<file path="src/rtl/mips_pkg.sv">
`default_nettype none
// ============================================================================
// Module      : mips_pkg
// Description : Shared opcode encodings and datapath sizes for the decode slice
// Revision    : 1.0 - initial release
// ============================================================================
package mips_pkg;

   localparam logic [1:0] OP_ADD = 2'b00;
   localparam logic [1:0] OP_LDI = 2'b01;
   localparam logic [1:0] OP_NOP = 2'b10;
   localparam logic [1:0] OP_JMP = 2'b11;

   localparam int REG_W   = 8;
   localparam int NREGS   = 8;
   localparam int RADDR_W = 3;

   function automatic logic op_writes_reg(input logic [1:0] op);
      return (op == OP_ADD) || (op == OP_LDI);
   endfunction

endpackage
`default_nettype wire

</file>
<file path="src/rtl/register_file.sv">
`default_nettype none
// ============================================================================
// Module      : register_file
// Description : Two async read ports, one sync write port, write-to-read bypass
// Revision    : 1.0 - initial release
// ============================================================================
module register_file
   import mips_pkg::*;
#(
   parameter int WIDTH = REG_W,
   parameter int DEPTH = NREGS,
   parameter int AW    = RADDR_W
) (
   input  logic             clk,
   input  logic             reset,
   input  logic [AW-1:0]    i_rd_addr_a,
   input  logic [AW-1:0]    i_rd_addr_b,
   output logic [WIDTH-1:0] o_rd_data_a,
   output logic [WIDTH-1:0] o_rd_data_b,
   input  logic             i_wr_en,
   input  logic [AW-1:0]    i_wr_addr,
   input  logic [WIDTH-1:0] i_wr_data
);

   logic [WIDTH-1:0] r_mem [DEPTH];

   always_ff @(posedge clk or posedge reset) begin
      if (reset) begin
         for (int i = 0; i < DEPTH; i++) begin
            r_mem[i] <= '0;
         end
      end else if (i_wr_en) begin
         r_mem[i_wr_addr] <= i_wr_data;
      end
   end

   // A same-cycle write is returned directly so decode never sees stale data
   always_comb begin
      o_rd_data_a = r_mem[i_rd_addr_a];
      o_rd_data_b = r_mem[i_rd_addr_b];
      if (i_wr_en && (i_wr_addr == i_rd_addr_a)) begin
         o_rd_data_a = i_wr_data;
      end
      if (i_wr_en && (i_wr_addr == i_rd_addr_b)) begin
         o_rd_data_b = i_wr_data;
      end
   end

endmodule
`default_nettype wire

</file>
<file path="src/rtl/instruction_decode.sv">
`default_nettype none
// ============================================================================
// Module      : instruction_decode
// Description : Decode stage with register file, jump resolution and ID/EX reg
// Revision    : 1.0 - initial release
// ============================================================================
module instruction_decode #(
   parameter int REG_W = 8,
   parameter int NREGS = 8
) (
   input  logic                     clk,
   input  logic                     reset,
   input  logic                     in_valid,
   input  logic [1:0]               opcode,
   input  logic [$clog2(NREGS)-1:0] rDest,
   input  logic [$clog2(NREGS)-1:0] rSrc,
   input  logic [2:0]               immediate_data,
   input  logic [REG_W-1:0]         jump_address,
   input  logic                     stall,
   output logic                     in_ready,
   input  logic                     wb_en,
   input  logic [$clog2(NREGS)-1:0] wb_addr,
   input  logic [REG_W-1:0]         wb_data,
   output logic                     ex_valid,
   output logic [1:0]               ex_opcode,
   output logic [$clog2(NREGS)-1:0] ex_rdest,
   output logic [REG_W-1:0]         ex_op_a,
   output logic [REG_W-1:0]         ex_op_b,
   output logic                     ex_write_en,
   output logic                     jump_taken,
   output logic [REG_W-1:0]         jump_target
);

   import mips_pkg::*;

   localparam int c_AW = $clog2(NREGS);

   logic [REG_W-1:0] w_rd_a;
   logic [REG_W-1:0] w_rd_b;
   logic             w_acc;
   logic             w_is_jmp;
   logic [REG_W-1:0] w_op_a;
   logic [REG_W-1:0] w_op_b;

   logic             r_squash;
   logic             r_ex_valid;
   logic [1:0]       r_ex_opcode;
   logic [c_AW-1:0]  r_ex_rdest;
   logic [REG_W-1:0] r_ex_op_a;
   logic [REG_W-1:0] r_ex_op_b;
   logic             r_ex_write_en;
   logic             r_jump_taken;
   logic [REG_W-1:0] r_jump_target;

   register_file #(
      .WIDTH (REG_W),
      .DEPTH (NREGS),
      .AW    (c_AW)
   ) u_register_file (
      .clk         (clk),
      .reset       (reset),
      .i_rd_addr_a (rDest),
      .i_rd_addr_b (rSrc),
      .o_rd_data_a (w_rd_a),
      .o_rd_data_b (w_rd_b),
      .i_wr_en     (wb_en),
      .i_wr_addr   (wb_addr),
      .i_wr_data   (wb_data)
   );

   assign in_ready = ~stall;
   assign w_acc    = in_valid & ~stall & ~r_squash;
   assign w_is_jmp = (opcode == OP_JMP);

   always_comb begin
      w_op_a = '0;
      w_op_b = '0;
      case (opcode)
         OP_ADD: begin
            w_op_a = w_rd_a;
            w_op_b = w_rd_b;
         end
         OP_LDI: begin
            w_op_b = {{(REG_W-3){1'b0}}, immediate_data};
         end
         default: begin
            w_op_a = '0;
            w_op_b = '0;
         end
      endcase
   end

   // Squash drops the one instruction fetched before the PC redirect lands
   always_ff @(posedge clk or posedge reset) begin
      if (reset) begin
         r_squash      <= 1'b0;
         r_jump_taken  <= 1'b0;
         r_jump_target <= '0;
      end else begin
         r_jump_taken <= w_acc & w_is_jmp;
         if (w_acc && w_is_jmp) begin
            r_jump_target <= jump_address;
         end
         if (r_squash && in_valid && !stall) begin
            r_squash <= 1'b0;
         end else if (w_acc && w_is_jmp) begin
            r_squash <= 1'b1;
         end
      end
   end

   always_ff @(posedge clk or posedge reset) begin
      if (reset) begin
         r_ex_valid    <= 1'b0;
         r_ex_opcode   <= '0;
         r_ex_rdest    <= '0;
         r_ex_op_a     <= '0;
         r_ex_op_b     <= '0;
         r_ex_write_en <= 1'b0;
      end else if (!stall) begin
         if (w_acc && !w_is_jmp) begin
            r_ex_valid    <= 1'b1;
            r_ex_opcode   <= opcode;
            r_ex_rdest    <= rDest;
            r_ex_op_a     <= w_op_a;
            r_ex_op_b     <= w_op_b;
            r_ex_write_en <= op_writes_reg(opcode);
         end else begin
            // Bubble: drop write enable too so a consumer ignoring valid stays safe
            r_ex_valid    <= 1'b0;
            r_ex_write_en <= 1'b0;
         end
      end
   end

   assign ex_valid    = r_ex_valid;
   assign ex_opcode   = r_ex_opcode;
   assign ex_rdest    = r_ex_rdest;
   assign ex_op_a     = r_ex_op_a;
   assign ex_op_b     = r_ex_op_b;
   assign ex_write_en = r_ex_write_en;
   assign jump_taken  = r_jump_taken;
   assign jump_target = r_jump_target;

endmodule
`default_nettype wire

</file>
<file path="config.mk">
export PLATFORM = sky130hd
export DESIGN_NAME = instruction_decode
export DESIGN_NICKNAME = d
export VERILOG_FILES = /design/src/rtl/mips_pkg.sv /design/src/rtl/register_file.sv /design/src/rtl/instruction_decode.sv
export SDC_FILE = /design/constraint.sdc
export NUM_CORES = 1
export LEC_CHECK = 0
export ABC_AREA = 0
export CORE_UTILIZATION = 40
export DETAILED_ROUTE_END_ITERATION = 8
export DONT_BUFFER_PORTS = 1
export PLACE_DENSITY_LB_ADDON = 0.2
export SLEW_MARGIN = 25
export SYNTH_ARGS = -nofsm -noshare
export SYNTH_HDL_FRONTEND = slang
export SYNTH_SLANG_ARGS = --single-unit
</file>
<file path="constraint.sdc">
create_clock -name clk -period 3.7 [get_ports clk]
set_input_delay 0.37 -clock clk [delete_from_list [all_inputs] [get_ports clk]]
set_output_delay 0.37 -clock clk [all_outputs]
set_load 0.01 [all_outputs]
</file>
# Word level (Yosys, flattened, before mapping)

Index checks and enable logic that the tools add are counted.

Bits of input ports: 35
Register bits: 97

Multiplexer cells: 17
$lt $le $gt $ge: 4
Equal/unequal tests: 4
Reductions and logical operators: 13
Bitwise logic cells: 8

Operators with widths:

| operator             | count |
|---|---|
| $bwmux W64           | 1 |
| $mux W8              | 8 |
| $bmux W8 S3          | 2 |
| $demux W8 S3         | 1 |
| $pmux W8 S2          | 1 |
| $ge A4 B4 Y1 const B | 3 |
| $not A3 Y4           | 3 |
| $logic_and A1 B1 Y1  | 7 |
| $eq A3 B3 Y1         | 2 |
| $lt A4 B1 Y1 const B | 1 |
| $mux W1              | 4 |
| $and A1 B1 Y1        | 3 |
| $eq A2 B1 Y1 const B | 1 |
| $eq A2 B2 Y1 const B | 1 |
| $logic_not A1 Y1     | 2 |
| $logic_not A2 Y1     | 1 |
| $not A1 Y1           | 2 |
| $reduce_and A2 Y1    | 1 |
| $reduce_bool A2 Y1   | 1 |
| $logic_or A1 B1 Y1   | 1 |

# Depth between registers and ports, before layout

Gate-level depths: netlist (run 1).

Depth in word-level cells: 6
Depth in mapped cells: 6
Depth with buffers taken out: 4

# Hierarchy

Synthesis (run 1) repeated with hierarchy kept, for this count alone.

Cells, all modules: 320
Area total of the unflattened synthesis: 5,082.4 um^2

By module, submodules not included:

| module             | instances | sequential area each (um^2) | area an instance (um^2) | cells each |
|---|---|---|---|---|
| register_file      | 1         | 1,601.5                     | 3,792.4                 | 233 |
| instruction_decode | 1         | 825.8                       | 1,290.0                 | 87 |

# Worst setup path before layout (run 1)

No wires, ideal clock.

Kind: input -> register
From: input rDest[2]
To: register r_ex_op_a[2] (netlist: ex_op_a[2])
Library setup time: 0.126 ns
Arrival time: 1.802 ns
Path slack: 1.772 ns
Stages: 5
Path through: clkbuf_1 -> clkbuf_1 -> mux4_1 -> mux2_2 -> a221o_1

Word-level cells in the longest chain between the ends: 6
Elaborated cells between the ends (all ways): 8
Those cells by class: eq/ne: 1; mux: 5; bitwise: 1; reduce/logical: 1

Ends and longest elaborated chain:

| item                                       | RTL line                  | RTL |
|---|---|---|
| start, declared                            | instruction_decode.sv:15  | `input logic [$clog2(NREGS)-1:0] rDest,` |
| $not A3 Y4 (not written as such)           | register_file.sv:39       | `o_rd_data_a = r_mem[i_rd_addr_a];` |
| $bmux W8 S3                                | register_file.sv:39       |  |
| $mux W8 (not written as such) (2 in a row) | register_file.sv:39       |  |
| $mux W8 (*)                                | register_file.sv:41       | `if (i_wr_en && (i_wr_addr == i_rd_addr_a)) begin` |
| $mux W8 (*)                                | instruction_decode.sv:78  | `case (opcode)` |
| end signal, assigned                       | instruction_decode.sv:125 | `r_ex_op_a <= w_op_a;` |
| end, declared                              | instruction_decode.sv:49  | `logic [REG_W-1:0] r_ex_op_a;` |

Mark *: on every way between the ends. The rest lies on a longest branch, timed or not. The select of a mux whose other input is x is not followed.
A chain may end at the register's enable or synchronous reset.

# Worst setup path after layout (run 1)

From: register r_squash
To: register r_ex_op_a[2] (netlist: ex_op_a[2])

Word-level cells in the longest chain between the ends: 4

Ends and longest elaborated chain:

| item                        | RTL line                  | RTL |
|---|---|---|
| start, declared             | instruction_decode.sv:45  | `logic r_squash;` |
| start signal, assigned      | instruction_decode.sv:96  | `r_squash <= 1'b0;` |
| start signal, assigned      | instruction_decode.sv:105 | `r_squash <= 1'b0;` |
| start signal, assigned      | instruction_decode.sv:107 | `r_squash <= 1'b1;` |
| $not A1 Y1                  | instruction_decode.sv:72  | `assign w_acc = in_valid & ~stall & ~r_squash;` |
| $and A1 B1 Y1               | instruction_decode.sv:72  |  |
| $logic_and A1 B1 Y1         | instruction_decode.sv:121 | `if (w_acc && !w_is_jmp) begin` |
| $reduce_and A2 Y1 (no line) | n/a                       |  |

Every way passes these cells.

==> results.cfg, run 1 <==
[floorplanning]
fp.dieArea_um2 = 12600
row_count = 39
initial_core_util_pct = 41.8
die-height_um = 112
die_w_um = 112
num_io_pins = 68
fp.coreArea_um2 = 11700

[placed_design]
portBuffers = 0
hpwl_mm = 7.35
dpl-instance-area_um2 = 4940
gp_congestion = 0.776
dp.cells = 473
dp_slack_ns = 1.53

[detailed_routing]
firstDrtPassIters = 4
detail_route.wl_per_cell_um = 23.6
antenna_left = 0
dr_total_vias = 2985
drcViolationCount = 0
wl_mm = 11.6
via_per_inst = 6.09
drt_iter0_drc = 128

[sta]
slew_viol_final = 0
worstMarginPinSlew_ns = 1.07
holdWs_ns = -0.0272
relSlewSlack_pct = 28.0
fin_skew_ns = 0.00971
finalSetupTns_ns = 0
fin_crit_ns = 2.16
hold_violations = 17
setup_ws_ns = 1.54
rsz0062_at_grt = no
finalCritPeriodShare_pct = 58.4
fmax_mhz = 463
finalSetupViolations = 0

[clocking]
cts_tree = done
cts-resized-gates = 0
path_clk_slew_ns = 0.07
cts_hold_buf = 0
cts_setup_buffers = 0
cts_root_buffer = clkbuf_16
clock_path_buffers = 2
cts_made_buffers = 9
cts_sinks = 97
clk-insertion-delay-late_ns = 0.35
ctsHtreeMaxLevel = 3

[worst_setup_path]
rr_worst_depth = 4
end_kind = flop
cp_num_buf_inv = 0
timing.rr.start = r_squash
required_ns = 3.93
startpoint_type = flop
critPathMaxStageDelay_ns = 0.58
cp_num_cells = 4
reg2reg_slack_ns = 1.54
cpMaxStageDelayCell = nand2b_1
crit_chain = or3b_1 > nand2b_1 > and2_1 > a221o_1
cp_max_fo = 20
cp_top_family = simple AND/OR/NAND/NOR gates
crit_type = reg2reg
r2r_end = ex_op_a[2]
worst_ep_arrival_time_ns = 2.39

[final_layout]
final_cell_mix = 97 x dfrtp_1, 59 x mux2_2, 35 x nand2_1
final_common_cell = dfrtp_1
finalNetCount = 376
final_util_pct = 44.9
fillCellCount = 1051
stdcell_area_um2 = 5230
area_growth_pct = 7.34
instances_no_fill = 490
drive_gt1_share_pct = 28.9

[synth]
ys_seq_area_share_pct = 49.8
synth_compound_area_share_pct = 5.80
syn_nets = 387
ys_ff_latch = 97
ys_warn_count = 0
synth.avg_cell_area_um2 = 13.8
synth_cells = 352
synth-simple-area-share_pct = 8.22
synth_cell_types = 33
synth_top_family_by_area = multiplexers
yosys.area_share.adder_pct = 0
muxShareOfSynthArea_pct = 31.9
synth_xor_area_share_pct = 1.08
syn_area_um2 = 4870

[global_routing]
grt.total_usage_pct = 19.6
grt_max_degree = 75
grt_overflow = 0
grt_pass1_vias = 2969
antenna_found_initial = 1
grt_first_pass_wirelength_mm = 17.9

[run_status]
status = finished with violations
violations = hold timing

[pwr]
irDropWorstVdd_mv = 0.360
p_leak_nw = 2.25
powerDensity_nw_per_um2 = 540
total_power_mw = 2.83

[flow_run]
maxCapViolations = 0

[min_path]
worstHoldPathType = in2async
[power breakdown]
part / switching (mW) / internal [mW] / leakage [nW]
combinational: 0.160 / 0.312 / 0.913
clock: 0.398 / 0.489 / 0.137
sequential: 0.189 / 1.28 / 1.20
[state kept, by name, indices dropped and copies added (netlist names)]
signal / count
r_squash: 1
u_register_file.r_mem: 64
ex_write_en: 1
ex_op_a: 8
jump_taken: 1
ex_op_b: 8
ex_rdest: 3
ex_opcode: 2
jump_target: 8
ex_valid: 1
[cell usage after synthesis]
| cell | instances | area, µm² |
|---|---|---|
| nor3_2 | 3 | 30.0 |
| nand4b_1 | 3 | 26.3 |
| nor2_2 | 1 | 6.26 |
| nor3_1 | 2 | 10.0 |
| a21o_1 | 2 | 15.0 |
| mux4_2 | 16 | 360 |
| mux4_1 | 16 | 420 |
| nor3b_2 | 2 | 25.0 |
| dfrtp_1 | 97 | 2430 |
| clkbuf_1 | 12 | 45.0 |
| mux2i_1 | 11 | 110 |
| and4_1 | 1 | 8.76 |
| xnor2_1 | 6 | 52.6 |
| o21ai_0 | 24 | 120 |
| nand4_1 | 2 | 12.5 |
| nor4b_2 | 1 | 15.0 |
| buf_2 | 6 | 30.0 |
| nand2b_1 | 4 | 25.0 |
| nor2b_1 | 1 | 6.26 |
| or3b_1 | 1 | 8.76 |
| mux2_2 | 59 | 664 |
| o211ai_1 | 2 | 15.0 |
| inv_1 | 8 | 30.0 |
| o221ai_1 | 6 | 52.6 |
| and2_0 | 1 | 6.26 |
| buf_12 | 1 | 20.0 |
| buf_6 | 2 | 22.5 |
| nand2_1 | 35 | 131 |
| and2_1 | 9 | 56.3 |
| a221o_1 | 8 | 80.1 |
| buf_1 | 2 | 7.51 |
| nand3_1 | 2 | 10.0 |
| nor2_1 | 6 | 22.5 |
[worst register-to-register path, cell delays in order (launching register included)]
cell	delay (ns)
dfrtp_1	0.40
or3b_1	0.44
nand2b_1	0.58
and2_1	0.38
a221o_1	0.26
[worst max path at each step]
stage | endpoint | slack [ns] | start
6_report | ex_op_a[2] | 1.54 | r_squash
5_1_grt | ex_op_a[4] | 1.37 | r_squash
4_1_cts | ex_op_a[2] | 1.52 | r_squash
3_5_place_dp | ex_op_a[4] | 1.53 | stall
3_3_place_gp | ex_op_a[2] | 1.55 | stall
2_1_floorplan | ex_op_a[0] | 0.80 | reset
[cell families after synthesis]
family,count (synthesis)
multiplexers,102
flip-flops,97
buffers and inverters,31
XOR/XNOR,6
AO/OA/AOI/OAI,42
AND/OR/NAND/NOR,74
[metal layers]
metal	wire, µm	track usage [%]	vias to the layer above
met4	158	5.51	0
li1	-	-	1312
met5	0	0	-
met1	5020	25.5	1566
met3	804	6.48	12
met2	5580	31.3	95
[final cells by class]
cell class | count | area (µm²) | area share, %
timing repair buffer | 1 | 7.51 | 0.144
clock inverter | 5 | 30.0 | 0.574
sequential | 97 | 2430 | 46.4
multi-input combinational | 224 | 2300 | 43.9
inverter | 8 | 35.0 | 0.670
antenna | 1 | 2.50 | 0.0478
clock buffer | 11 | 253 | 4.83
tap | 143 | 179 | 3.42
Note: power is estimated with default switching activity, not from simulation.
==> run 2: changes to the inputs <==
--- a/config.mk
+++ b/config.mk
@@ -5,7 +5,7 @@
 export SDC_FILE = /design/constraint.sdc
 export NUM_CORES = 1
 export LEC_CHECK = 0
-export ABC_AREA = 0
+export ABC_AREA = 1
 export CORE_UTILIZATION = 40
 export DETAILED_ROUTE_END_ITERATION = 8
 export DONT_BUFFER_PORTS = 1
==> constraint.sdc (replaced) <==
create_clock -name clk -period 1.85 [get_ports clk]
set_input_delay 0.185 -clock clk [delete_from_list [all_inputs] [get_ports clk]]
set_output_delay 0.185 -clock clk [all_outputs]
set_load 0.01 [all_outputs]
==> run 2 against run 1 <==
Against the previous run:
- the run now ends clean
- sequential power grew 96%
- sequential share of layout area decreased by 3.1 points
- critical path depth unchanged
- die area is 4.8% higher
- critical path type unchanged
- critical endpoint is now ex_write_en
- largest cell class unchanged
==> results.cfg, run 2 <==
[synth]
synth_compound_area_share_pct = 12.3
synth.avg_cell_area_um2 = 7.66
synth_cell_types = 29
ys_seq_area_share_pct = 47.5
ys_warn_count = 0
yosysTopAreaCell = dfrtp_1
synth_top_family_by_area = simple AND/OR/NAND/NOR gates
syn_nets = 702
synth_commonest_cells = 223 x nand2_1, 118 x nand3_1, 97 x dfrtp_1, 82 x o21ai_0, 26 x a21oi_1
synth_area_leaders = dfrtp_1 48%, nand2_1 16%, nand3_1 12%
synth_xor_area_share_pct = 0
synth_edf_count = 0
synth-simple-area-share_pct = 33.1
async_flop_share_pct = 100
muxShareOfSynthArea_pct = 0
yosys.area_share.adder_pct = 0
syn_area_um2 = 5110
ys_ff_latch = 97
synth_cells = 667
yosysMostFrequentCell = nand2_1
synth-main-ff-cell = dfrtp_1
synth_top_area_share_pct = 47.5

[sta]
hold_violations = 0
finalSetupViolations = 0
finalSetupTns_ns = 0
worstMarginPinSlew_ns = 0.660
fmax_mhz = 744
holdWs_ns = 0.0380
slew_viol_final = 0
finalCritPeriodShare_pct = 72.7
relSlewSlack_pct = 55.9
fin_skew_ns = 0.00789
rsz0062_at_grt = no
fin_crit_ns = 1.34

[final_layout]
final_common_cell = nand2_1
area.sequential_um2 = 2430
finalNetCount = 699
multi_input_area_um2 = 2320
fillCellCount = 1258
largest_register_ffs = 64
final_cell_mix = 223 x nand2_1, 118 x nand3_1, 97 x dfrtp_1
area_growth_pct = 9.79
insertedDiodeCount = 0
largest-register = u_register_file.r_mem
stdcell_area_um2 = 5610
drive_gt1_share_pct = 8.82

[clocking]
cts_tree = done
ctsHtreeMaxLevel = 3
path_clk_slew_ns = 0.07
cts_sinks = 97
clock_path_buffers = 2
cts_made_buffers = 9
cts_root_buffer = clkbuf_16
cts-resized-gates = 0
clk-insertion-delay-late_ns = 0.36
cts_hold_buf = 13
cts_setup_buffers = 0

[detailed_routing]
dr_total_vias = 4536
detail_route.wl_per_cell_um = 16.9
antenna_left = 0
drt_iter0_drc = 394
via_per_inst = 5.42
firstDrtPassIters = 5
wl_mm = 14.1
drcViolationCount = 0

[worst_setup_path]
rr_worst_depth = 4
critPathMaxStageDelay_ns = 0.56
crit_type = reg2reg
startpoint_type = flop
cpMaxStageDelayCell = dlygate4sd3_1
timing.rr.start = r_squash
crit_chain = inv_1 > nand2_1 > o21ai_0 > dlygate4sd3_1
startpoint = r_squash
end_kind = flop
required_ns = 2.15
reg2reg_slack_ns = 0.51
cp_max_fo = 3
r2r_end = ex_write_en
crit_end = ex_write_en
worst_ep_arrival_time_ns = 1.64

[pwr]
p_leak_nw = 2.64
irDropWorstVdd_mv = 0.476
powerDensity_nw_per_um2 = 1030
total_power_mw = 5.80

[floorplanning]
die_w_um = 115
row_count = 40
initial_core_util_pct = 41.8
die-height_um = 115
num_io_pins = 68
fp.coreArea_um2 = 12200
fp.dieArea_um2 = 13200

[run_status]
status = completed

[global_routing]
grt.total_usage_pct = 23.0
antenna_found_initial = 0
grt_pass1_vias = 4276
grt_overflow = 0
grt_max_degree = 98
grt_first_pass_wirelength_mm = 23.0

[placed_design]
dpl-instance-area_um2 = 5170
portBuffers = 0
gp_congestion = 0.887
hpwl_mm = 9.51

[min_path]
whs_path_depth = 2
worstHoldStart = stall
worstHoldPathType = in2reg

[flow_run]
maxCapViolations = 0
-- run 2: cell types whose count changed after synthesis, sizes merged, moves of 21 or more --
cell,delta
a21oi,+32
mux4,-32
nand3,+121
buf,+21
inv,+22
o21ai,+59
nand2,+196
mux2,-59
-- run 2: worst max-delay path, delay by kind of cell (launching register included) --
family          cells  cell delay [ns]
buf+inv             2             0.65
simple gates        1             0.11
flops               1             0.36
compound gates      1             0.17
-- run 2: area by class of cell --
class / count / share of cell area, %
clock buffer: 10 / 4.26
clock inverter: 6 / 1.18
inverter: 39 / 2.85
multi-input combinational: 498 / 41.3
sequential: 97 / 43.3
tap: 168 / 3.75
timing repair buffer: 19 / 3.35
-- run 2: cell families (layout without fill, tap and decap cells) --
| kind of cell | after synthesis | in the layout |
|---|---|---|
| AND/OR/NAND/NOR | 379 | 379 |
| AO/OA/AOI/OAI | 119 | 119 |
| flip-flops | 97 | 97 |
| buffers and inverters | 72 | 74 |
-- run 2: report_power, final --
group | switching, mW | internal [mW]
sequential | 0.367 | 2.52
combinational | 0.597 | 0.381
clock | 0.848 | 1.09
total | 1.81 | 3.98
-- run 2: through the flow --
stage | worst slack [ns] | utilization, % | instances
6_report | 0.505 | 45.9 | 837
5_1_grt | 0.365 | 45.9 | 837
4_1_cts | 0.527 | 45.9 | 837
3_5_place_dp | 0.511 | 42.4 | 808
3_3_place_gp | 0.543 | 42.4 | 808
2_1_floorplan | 0.517 | - | 667
-- run 2: worst min path at each step --
stage / slack, ns / endpoint
floorplan: 0.29 / ex_opcode[0]
finish: 0.04 / r_squash
detailed placement: 0.26 / ex_op_a[4]
global placement: 0.25 / u_register_file.r_mem[55]
CTS: 0.04 / ex_rdest[2]
global route: 0.06 / ex_rdest[2]
-- run 2: metal layers --
metal / vias to the layer above / share of wire [%] / global-route usage, %
met5: - / 0 / 0
met4: 0 / 1.7 / 8.14
met3: 19 / 9.3 / 6.85
met2: 187 / 42 / 32.6
met1: 2138 / 47 / 33.0
li1: 2192 / - / -
